**config.mk**
```make
export PLATFORM = sky130hd
export DESIGN_NAME = clock_manager
export DESIGN_NICKNAME = d
export VERILOG_FILES = /design/src/rtl/clock_manager.sv
export SDC_FILE = /design/constraint.sdc
export NUM_CORES = 1
export LEC_CHECK = 0
export CORE_MARGIN = 1
export CORE_UTILIZATION = 32
export DETAILED_ROUTE_END_ITERATION = 8
export PLACE_DENSITY = 0.6
export SLEW_MARGIN = 0
export SYNTH_ARGS = -nofsm -noshare
export SYNTH_HDL_FRONTEND = slang
export SYNTH_SLANG_ARGS = --single-unit
```
**constraint.sdc**
```tcl
create_clock -name clock_in -period 5.1 [get_ports clock_in]
set_input_delay 1.02 -clock clock_in [delete_from_list [all_inputs] [get_ports clock_in]]
set_output_delay 1.02 -clock clock_in [all_outputs]
set_load 0.03 [all_outputs]
```
**src/rtl/clock_manager.sv**
```systemverilog
// clock_manager: PLL lock synchroniser/debouncer, reset sequencer and
// CHANNELS phase-accumulator (NCO) tick/clock generators.
// Optional feature macro CLOCK_MANAGER_PHASE_EN adds phase_in, a per-channel
// accumulator preload applied on the edge that enters RUN.
module clock_manager #(
    parameter int unsigned CHANNELS           = 2,
    parameter int unsigned ACC_WIDTH          = 16,
    parameter int unsigned LOCK_STABLE_CYCLES = 1024,
    parameter int unsigned LOSS_CNT_WIDTH     = 8
) (
    input  logic                          clock_in,
    input  logic                          reset,
    input  logic                          pll_locked,
`ifdef CLOCK_MANAGER_PHASE_EN
    input  logic [CHANNELS*ACC_WIDTH-1:0] phase_in,
`endif
    input  logic [CHANNELS*ACC_WIDTH-1:0] inc,
    output logic                          locked,
    output logic                          reset_out,
    output logic [CHANNELS-1:0]           tick,
    output logic [CHANNELS-1:0]           clk_out,
    output logic [LOSS_CNT_WIDTH-1:0]     loss_count
);

    localparam int unsigned CntWidth =
        (LOCK_STABLE_CYCLES > 1) ? $clog2(LOCK_STABLE_CYCLES) : 1;
    localparam logic [CntWidth-1:0] CntLast = CntWidth'(LOCK_STABLE_CYCLES - 1);

    typedef enum logic [1:0] {
        StWaitLock,
        StStabilize,
        StRun,
        StLost
    } state_e;

    state_e                      state_q, state_d;
    logic [CntWidth-1:0]         cnt_q, cnt_d;
    logic                        sync1_q, sync2_q;
    logic [LOSS_CNT_WIDTH-1:0]   loss_q, loss_d;

    logic [CHANNELS-1:0][ACC_WIDTH-1:0] acc_q, acc_d;
    logic [CHANNELS-1:0]                tick_q, tick_d;
    logic [CHANNELS-1:0]                clk_q, clk_d;

    logic run_now, run_next;

    // Synchroniser, lock state machine and lock-loss counter registers
    always_ff @(posedge clock_in) begin
        if (reset) begin
            sync1_q <= 1'b0;
            sync2_q <= 1'b0;
            state_q <= StWaitLock;
            cnt_q   <= '0;
            loss_q  <= '0;
        end else begin
            sync1_q <= pll_locked;
            sync2_q <= sync1_q;
            state_q <= state_d;
            cnt_q   <= cnt_d;
            loss_q  <= loss_d;
        end
    end

    // Lock debounce sequencing and saturating loss count
    always_comb begin
        state_d = state_q;
        cnt_d   = cnt_q;
        loss_d  = loss_q;
        unique case (state_q)
            StWaitLock: begin
                cnt_d = '0;
                if (sync2_q) state_d = StStabilize;
            end
            StStabilize: begin
                if (!sync2_q) begin
                    // Any dip restarts the stability window
                    state_d = StWaitLock;
                    cnt_d   = '0;
                end else if (cnt_q == CntLast) begin
                    state_d = StRun;
                    cnt_d   = '0;
                end else begin
                    cnt_d = cnt_q + 1'b1;
                end
            end
            StRun: begin
                if (!sync2_q) state_d = StLost;
            end
            StLost: begin
                state_d = StWaitLock;
                if (loss_q != {LOSS_CNT_WIDTH{1'b1}}) loss_d = loss_q + 1'b1;
            end
            default: state_d = StWaitLock;
        endcase
    end

    assign run_now  = (state_q == StRun);
    // Gating on the next state keeps tick/clk_out at 0 from the edge that leaves RUN
    assign run_next = (state_d == StRun);

    for (genvar k = 0; k < CHANNELS; k++) begin : g_nco
        logic [ACC_WIDTH:0]   sum;
        logic [ACC_WIDTH-1:0] start;

        assign sum = {1'b0, acc_q[k]} + {1'b0, inc[k*ACC_WIDTH +: ACC_WIDTH]};
`ifdef CLOCK_MANAGER_PHASE_EN
        assign start = phase_in[k*ACC_WIDTH +: ACC_WIDTH];
`else
        assign start = '0;
`endif
        assign acc_d[k]  = !run_next ? '0 : (!run_now ? start : sum[ACC_WIDTH-1:0]);
        assign tick_d[k] = run_next & run_now & sum[ACC_WIDTH];
        assign clk_d[k]  = run_next & run_now & sum[ACC_WIDTH-1];
    end

    // NCO accumulator and output registers
    always_ff @(posedge clock_in) begin
        if (reset) begin
            acc_q  <= '0;
            tick_q <= '0;
            clk_q  <= '0;
        end else begin
            acc_q  <= acc_d;
            tick_q <= tick_d;
            clk_q  <= clk_d;
        end
    end

    assign locked     = (state_q == StRun);
    assign reset_out  = (state_q != StRun);
    assign tick       = tick_q;
    assign clk_out    = clk_q;
    assign loss_count = loss_q;

endmodule

```
==> impl_metrics.tcl <==
set metrics [dict create \
    run_status "finished clean" \
    setup_ws_ns 1.89 \
    drc 0 \
    syn-mean-instance-area_um2 8.71 \
    reg2reg_from "acc_q[0]" \
    synth_top_cells_by_count "sky130_fd_sc_hd__dfxtp_1 (58), sky130_fd_sc_hd__nor2_1 (43), sky130_fd_sc_hd__ha_1 (34), sky130_fd_sc_hd__a21oi_1 (33), sky130_fd_sc_hd__nand2_1 (27)" \
    layout_worst_path_cycle_share 0.629 \
    drtIter0Drc 89 \
    timing.hold.worst.class "flop to flop" \
    synth_warnings 0 \
    maximum_number_of_pins_on_one_net_before_global_route_repair 27 \
    post_synth_instance_area_um2 3350 \
    syn_to_final_growth_pct 26.1 \
    critical_path_arrival_ns 3.47 \
    die_w_um 104 \
    synth_top_area_frac 0.346 \
    sequential_cell_area_um2 1160 \
    ff2ff_setup_slack_ns 2.72 \
    maxSlewHeadroom 0.489 \
    cts-buffers-inserted 9 \
    drive_above_1_share 0.0566 \
    die_h_um 104 \
    synth_async_sr_flop_share 0 \
    synthesis.nets 456 \
    max_clock_freq_mhz 312 \
    yosys-top-cells-area "sky130_fd_sc_hd__dfxtp_1 (35%), sky130_fd_sc_hd__ha_1 (13%), sky130_fd_sc_hd__a21oi_1 (4.9%)" \
    final_setup_violation_count 0 \
    timing.max_cap.violations 0 \
    tritoncts "done" \
    synth-main-ff-cell "sky130_fd_sc_hd__dfxtp_1" \
    globalRouteTotalUtil 0.141 \
    worst_skew_pair.late_latency_ns 0.34 \
    timing.rr.end "acc_q[12]" \
    dr_total_vias 2807 \
    congestion_overflow_gr 0 \
    required_time_reported_for_the_critical_path_endpoint_ns 5.37 \
    critical_path.max_fanout 3 \
    max_slew_violation_count 0 \
    grt_setup_unrepaired "no" \
    cts-root-buf "sky130_fd_sc_hd__clkbuf_8" \
    postSynthRegisterBits 58 \
    vias_per_cell 4.88 \
    critical_path.startpoint "inc[0]" \
    clk_pin_slew_worst_paths_ns 0.07 \
    dr.pass1.iters 4 \
    worst_hold_path.endpoint "sync2_q" \
    setup-tns-final_ns 0 \
    yosys.cell_count.top_type "sky130_fd_sc_hd__dfxtp_1" \
    final_net_count 508 \
    crit_type "primary input to flop" \
    yosys.cell_types.count 44 \
    postSynthCellCount 385 \
    antenna_found_initial 0 \
    grt_pass1_vias 2733 \
    floorplan.rows 36 \
    grt_pass1_wl_mm 12.5 \
    routabilityCongestion 0.809 \
    post-synth-top-area-cell "sky130_fd_sc_hd__dfxtp_1" \
    crit_path_cell_trace "clkdlybuf4s50_1 -> ha_1 -> fa_1 -> a21oi_1 -> o21ai_1 -> a211oi_1 -> nor2_1 -> a211oi_1 -> mux2i_1" \
    worst_setup_timing_slack_at_the_placement_stage_ns 1.52 \
    leakage_power_figure_nw 1.80 \
    deepest_clock_path_buffer_count 2 \
    floorplan.die_area_um2 10900 \
    endpoint_kind "flop" \
    ios 49 \
    setup.worst_path.start_class "primary input" \
    worst_path_most_repeated_cell "sky130_fd_sc_hd__a211oi_1" \
    initial_utilization 0.337 \
    worst_hold_depth 1 \
    post_cts_hold_buffer_count 0 \
    finalCriticalPeriod_ns 3.21 \
    drt-total-wl_mm 7.05 \
    worstMarginPinSlew_ns 0.765 \
    synth-edff-count 0 \
    sequential_share_of_the_synthesized_area 0.346 \
    insertedDiodeCount 0 \
    cts_setup_buffers 0 \
    cp_slowest_stage_delay_ns 0.40 \
    stdcell_count 575 \
    wl_per_cell_um 12.3 \
    cts_h_tree_depth 3 \
    irDropWorstVdd_uv 114 \
    timing.critical_path.slowest_stage_cell "sky130_fd_sc_hd__clkdlybuf4s50_1" \
    numPortBuffers 48 \
    pwr_cell_area_nw_per_um2 248 \
    route.antenna.remaining_nets 0 \
    clock-sinks 58 \
    placed_cells_incl_taps 559 \
    cts_resized 0 \
    multi_input_area_um2 2140 \
    num-fill-cells 1000 \
    floorplan.core_area_um2 9950 \
    timing.reg2reg.worst_path_depth 8 \
    hold_violations 0 \
    post-dp-hpwl_mm 5.17 \
    skew_ns 0.0109 \
    min-delay-start "sync1_q" \
]
[worst max-delay path: cells and delay by family]
family	cells	cell delay, ns
buffers and inverters	1	0.40
muxes	1	0.22
AOI/OAI and AO/OA	4	1.07
and+or+nand+nor	1	0.14
adders and majority gates	2	0.62
[report_power, final]
group / internal (mW) / switching (mW) / leakage [nW]
clock: 0.324 / 0.197 / 0.123
combinational: 0.0416 / 0.0326 / 1.21
sequential: 0.454 / 0.000617 / 0.467
total: 0.820 / 0.230 / 1.80
[metrics by stage]
stage	area (um^2)	hold slack, ns	total power, mW	util
3_3_place_gp	3980	0.438	0.538	0.400
6_report	4230	0.447	1.05	0.424
5_1_grt	4230	0.485	1.10	0.424
2_1_floorplan	3350	0.414	0.503	-
3_5_place_dp	3980	0.430	0.539	0.400
4_1_cts	4230	0.455	1.07	0.424
[worst max-delay path by stage]
stage / endpoint / cells after the start
after floorplan: acc_q[12] / 8
after global placement: acc_q[12] / 9
after detailed placement: acc_q[12] / 9
after CTS: acc_q[12] / 9
after global routing: acc_q[12] / 9
final: acc_q[12] / 9
[registers in the layout, summed over array words and instances (netlist names)]
register	cells
sync1_q	1
sync2_q	1
acc_q	32
state_q	2
clk_out	2
loss_count	8
tick	2
cnt_q	10
[metal layers]
metal | global-route usage | vias up | routed length [um]
met3 | 0.0420 | 9 | 254
met2 | 0.228 | 41 | 3150
met4 | 0.0459 | 0 | 93
met5 | 0 | - | 0
li1 | - | 1497 | -
met1 | 0.179 | 1260 | 3560
[layout make-up]
type / count / area share
Multi-Input combinational cell: 312 / 0.506
Sequential cell: 58 / 0.275
Timing Repair Buffer: 50 / 0.117
Tap cell: 133 / 0.0394
Clock buffer: 9 / 0.0293
Clock inverter: 7 / 0.0278
Inverter: 6 / 0.00533
[layout by cell type (no fill, tap or decap), types with 3 or more instances in the layout]
cell type,count
sky130_fd_sc_hd__nand4_1,3
sky130_fd_sc_hd__nand3_1,8
sky130_fd_sc_hd__nor3b_1,7
sky130_fd_sc_hd__nand2_1,27
sky130_fd_sc_hd__xor2_1,12
sky130_fd_sc_hd__and2_1,6
sky130_fd_sc_hd__o21ai_1,3
sky130_fd_sc_hd__o21a_1,3
sky130_fd_sc_hd__xnor2_1,16
sky130_fd_sc_hd__ha_1,34
sky130_fd_sc_hd__nand3b_1,4
sky130_fd_sc_hd__a211oi_1,6
sky130_fd_sc_hd__a31oi_1,4
sky130_fd_sc_hd__o211ai_1,6
sky130_fd_sc_hd__a21oi_1,33
sky130_fd_sc_hd__o21ai_0,20
sky130_fd_sc_hd__clkdlybuf4s50_1,48
sky130_fd_sc_hd__nor2_1,43
sky130_fd_sc_hd__a21o_1,15
sky130_fd_sc_hd__inv_1,6
sky130_fd_sc_hd__nor2b_1,6
sky130_fd_sc_hd__clkbuf_8,9
sky130_fd_sc_hd__and3_1,11
sky130_fd_sc_hd__dfxtp_1,58
sky130_fd_sc_hd__nor3_1,7
sky130_fd_sc_hd__mux2i_1,6
sky130_fd_sc_hd__or3_1,5
sky130_fd_sc_hd__bufinv_16,3
sky130_fd_sc_hd__nand2b_1,6
[cells by family after synthesis]
group / after synthesis / synth area share
AO/OA/AOI/OAI: 102 / 0.193
XOR/XNOR: 28 / 0.0732
adder cells (fa/ha/maj): 36 / 0.139
buffers and inverters: 15 / 0.0172
flip-flops: 58 / 0.346
multiplexers: 6 / 0.0179
AND/OR/NAND/NOR: 140 / 0.213
(Power assumes the default switching activity.)
==> patch 1: new RTL, config.mk and constraints unchanged <==
Register the inputs `pll_locked` and `inc` before use, without a reset. The logic sees them one clock later.
--- a/src/rtl/clock_manager.sv
+++ b/src/rtl/clock_manager.sv
@@ -33,6 +33,14 @@
         StLost
     } state_e;
 
+    logic pll_locked_q;
+    logic [CHANNELS*ACC_WIDTH-1:0] inc_q;
+
+    always_ff @(posedge clock_in) begin
+        pll_locked_q <= pll_locked;
+        inc_q        <= inc;
+    end
+
     state_e                      state_q, state_d;
     logic [CntWidth-1:0]         cnt_q, cnt_d;
     logic                        sync1_q, sync2_q;
@@ -53,7 +61,7 @@
             cnt_q   <= '0;
             loss_q  <= '0;
         end else begin
-            sync1_q <= pll_locked;
+            sync1_q <= pll_locked_q;
             sync2_q <= sync1_q;
             state_q <= state_d;
             cnt_q   <= cnt_d;
@@ -102,7 +110,7 @@
         logic [ACC_WIDTH:0]   sum;
         logic [ACC_WIDTH-1:0] start;
 
-        assign sum = {1'b0, acc_q[k]} + {1'b0, inc[k*ACC_WIDTH +: ACC_WIDTH]};
+        assign sum = {1'b0, acc_q[k]} + {1'b0, inc_q[k*ACC_WIDTH +: ACC_WIDTH]};
 `ifdef CLOCK_MANAGER_PHASE_EN
         assign start = phase_in[k*ACC_WIDTH +: ACC_WIDTH];
 `else
Check against the original RTL: same outputs for any inputs over 10 cycles, from zero or initial values and one cycle with reset high; that may be too few to reach the edited logic, so the function may still have changed.
==> patch 1 against the unedited design <==
- cell area rose by 21%
- area after synthesis is 24% higher
- wire length grew 18%
- sequential cell count up 33
- count of clock-buffer cells in the layout grew 2
- setup slack improved by 0.12 ns
- power up 34%
- clock power up 16%
- critical path depth down 4
- critical endpoint is now acc_q[14]
==> patch 1: results (changes against the unedited design) <==
Parameter                              Value

Status
  Result of the run    finished clean (unchanged)

Placement
  Final weighted congestion of routability-driven global placement    0.805 (was 0.809)
  Setup WS pre-CTS    1.64 ns (was 1.52 ns)
  Placed Cells incl. Taps    654 (was 559)

Pwr
  Maximum resistive drop on vdd    0.000148 V (was 0.000114 V)
  Switching share of total power    21.5% (was 21.9%)
  Fraction of power consumed by combinational cells    5.3% (was 7.1%)
  Leakage power    2.11 nW (was 1.80 nW)
  Reported clock group power    0.604 mW (was 0.521 mW)

GRT
  Largest net degree at the start of global routing    22 (was 27)
  Overall fraction of global-route tracks in use    13.9% (was 14.1%)
  Global-route wire length before repair    14500 µm (was 12500 µm)

Synthesis
  Number of library cell types mapped by synthesis    51 (was 44)
  Post-Synthesis Net Count    512 (was 456)
  Compound-Gate Fraction of Synth Area    18.7% (was 19.3%)
  Top cells by instance count after synthesis    91 x sky130_fd_sc_hd__dfxtp_1, 48 x sky130_fd_sc_hd__nor2_1, 34 x sky130_fd_sc_hd__ha_1 (was 58 x sky130_fd_sc_hd__dfxtp_1, 43 x sky130_fd_sc_hd__nor2_1, 34 x sky130_fd_sc_hd__ha_1)
  Proportion of synthesized area in mux cells    1.93% (was 1.79%)
  Post-Syn Area per Cell    9.43 µm² (was 8.71 µm²)
  Adder-cell area share of the yosys netlist    11.2% (was 13.9%)
  XOR/XNOR share of the synthesized area    4.21% (was 7.32%)

Detailed routing
  Vias per inst    4.90 (was 4.88)
  Final wirelength    8310 µm (was 7050 µm)
  Number of DRC markers after the initial detailed-route iteration    153 (was 89)

Finish
  Share of cells above drive strength 1    5.02% (was 5.66%)
  Finished Layout Cells    670 (was 575)
  Largest regs    acc_q (32), inc_q (32), cnt_q (10)

Setup path
  Arrival time of the worst setup path    3.37 ns (was 3.47 ns)
  Crit path max-delay cell type    sky130_fd_sc_hd__nand3b_1 (was sky130_fd_sc_hd__clkdlybuf4s50_1)
  Critical path peak fanout    21 (was 3)
  Maximum cell stage delay along the critical path    0.87 ns (was 0.40 ns)
  Largest delay contributor family on the critical path    simple AND/OR/NAND/NOR gates (was compound AO/OA/AOI/OAI gates)

CTS
  Root Driver    sky130_fd_sc_hd__clkbuf_16 (was sky130_fd_sc_hd__clkbuf_8)

STA
  Headroom to the max-slew limit    41.9% (was 48.9%)
  Worst-case clock skew    0.00821 ns (was 0.0109 ns)
[patch 1: final timing paths]
path | depth (start not counted) | from | to | slack, ns
max | 5 | reset | acc_q[14] | 2.02
min | 1 | sync1_q | sync2_q | 0.44
max reg2reg | 7 | inc_q[16] | acc_q[26] | 2.60
min reg2reg | 1 | sync1_q | sync2_q | 0.44
[patch 1: layer usage]
metal	wire length, µm	GRT usage (%)
met5	0	0
met4	129	5.21
met3	513	4.81
met2	3560	21.7
met1	4100	17.6
[patch 1: stage by stage]
stage               total power [mW]  cell area [µm²]  hold slack, ns
finish                          1.41             5110           0.440
CTS                             1.44             5110           0.446
detailed placement             0.823             4840           0.430
global route                    1.48             5110           0.463
floorplan                      0.787             4160           0.414
global placement               0.823             4840           0.422
[patch 1: final cells by class]
type / instances / area [µm²]
clock buffers: 11 / 243
clock inverters: 5 / 28.8
fillers: 1299 / 7510
inverters: 9 / 33.8
multi-input cells: 332 / 2270
flip-flops and latches: 91 / 1820
well taps: 172 / 215
repair buffers: 50 / 495
==> patch 2: new RTL, same settings <==
Without the edit above. Change the parameter `CHANNELS` from 2 to 1.
--- a/src/rtl/clock_manager.sv
+++ b/src/rtl/clock_manager.sv
@@ -3,7 +3,7 @@
 // Optional feature macro CLOCK_MANAGER_PHASE_EN adds phase_in, a per-channel
 // accumulator preload applied on the edge that enters RUN.
 module clock_manager #(
-    parameter int unsigned CHANNELS           = 2,
+    parameter int unsigned CHANNELS           = 1,
     parameter int unsigned ACC_WIDTH          = 16,
     parameter int unsigned LOCK_STABLE_CYCLES = 1024,
     parameter int unsigned LOSS_CNT_WIDTH     = 8
Interface: changed (resized clk_out, inc and tick); port bits go from 49 to 31. No check against the original RTL was run, so the function may have changed too.
==> patch 2 against the unedited design <==
- core utilization shrank 3.2 points
- area after synthesis is 29% lower
- sequential cell count shrank 18
- setup slack improved by 0.26 ns
- hold slack lost 0.0032 ns
- cell area fell by 33%
- power decreased by 46%
- critical path depth shrank 1
- final cell count is 31% lower
- wire length fell by 33%
- die area decreased by 29%
- largest cell class unchanged
- sequential power down 31%
- largest power group is now sequential cells
==> patch 2: results (changes against the unedited design) <==
Parameter                              Value

Placement
  Setup WS pre-CTS    1.86 ns (was 1.52 ns)
  Final weighted congestion of routability-driven global placement    0.814 (was 0.809)
  Placed Cells incl. Taps    389 (was 559)
  Detailed placement HPWL    3610 µm (was 5170 µm)
  Placed instance area    2740 µm² (was 3980 µm²)

Detailed routing
  Met3 wire len    94 µm (was 254 µm)
  Final wirelength    4740 µm (was 7050 µm)
  Total number of vias    1982 (was 2807)
  Number of DRC markers after the initial detailed-route iteration    104 (was 89)
  DRT met1 WL    2380 µm (was 3560 µm)

Synthesis
  Number of library cell types mapped by synthesis    60 (was 44)

Setup path
  Critical path peak fanout    5 (was 3)
  Arrival time of the worst setup path    3.17 ns (was 3.47 ns)

Pwr
  Leakage power    1.21 nW (was 1.80 nW)

Finish
  Sequential cell area share    28.3% (was 27.5%)
  Fraction of area in multi-input gates    52.7% (was 50.6%)
  Layout clock buffer count    5 (was 9)
  Growth of design area from synthesis to finish    19.2% (was 26.1%)
  Fraction of area in clock buffers and inverters    3.27% (was 5.72%)
  Final-stage net count    335 (was 508)

CTS
  Post-CTS clock slew at the launch and capture registers of the worst setup and hold paths    0.09 ns (was 0.07 ns)
  H-tree Lvls    2 (was 3)

GRT
  Largest net degree at the start of global routing    23 (was 27)
  Global-route wire length before repair    8310 µm (was 12500 µm)
  Global routing usage on met1    17.2% (was 17.9%)
  GR Util met2    22.5% (was 22.8%)
  Met3 GRT Util    2.26% (was 4.20%)

Status
  Result of the run    finished clean (unchanged)
## patch 2: where the power goes
part	switching, mW	internal, mW
Combinational	0.0179	0.0218
Sequential	0.00101	0.313
Clock	0.120	0.0969
## patch 2: path summary, 6_finish.rpt
path	startpoint	endpoint	slack, ns	cells past startpoint
worst min register to register	sync1_q	sync2_q	0.44	1
worst max-delay path	inc[0]	acc_q[14]	2.16	8
worst min-delay path	sync1_q	sync2_q	0.44	1
worst max register to register	acc_q[0]	acc_q[14]	3.00	7
## patch 2: worst max-delay path, cell delays in order
cell and delay, ns:
sky130_fd_sc_hd__clkdlybuf4s50_1 0.40, sky130_fd_sc_hd__ha_1 0.23, sky130_fd_sc_hd__fa_1 0.40, sky130_fd_sc_hd__a21oi_1 0.18
sky130_fd_sc_hd__o21ai_0 0.16, sky130_fd_sc_hd__a21o_1 0.27, sky130_fd_sc_hd__o31ai_1 0.28, sky130_fd_sc_hd__mux2i_1 0.22
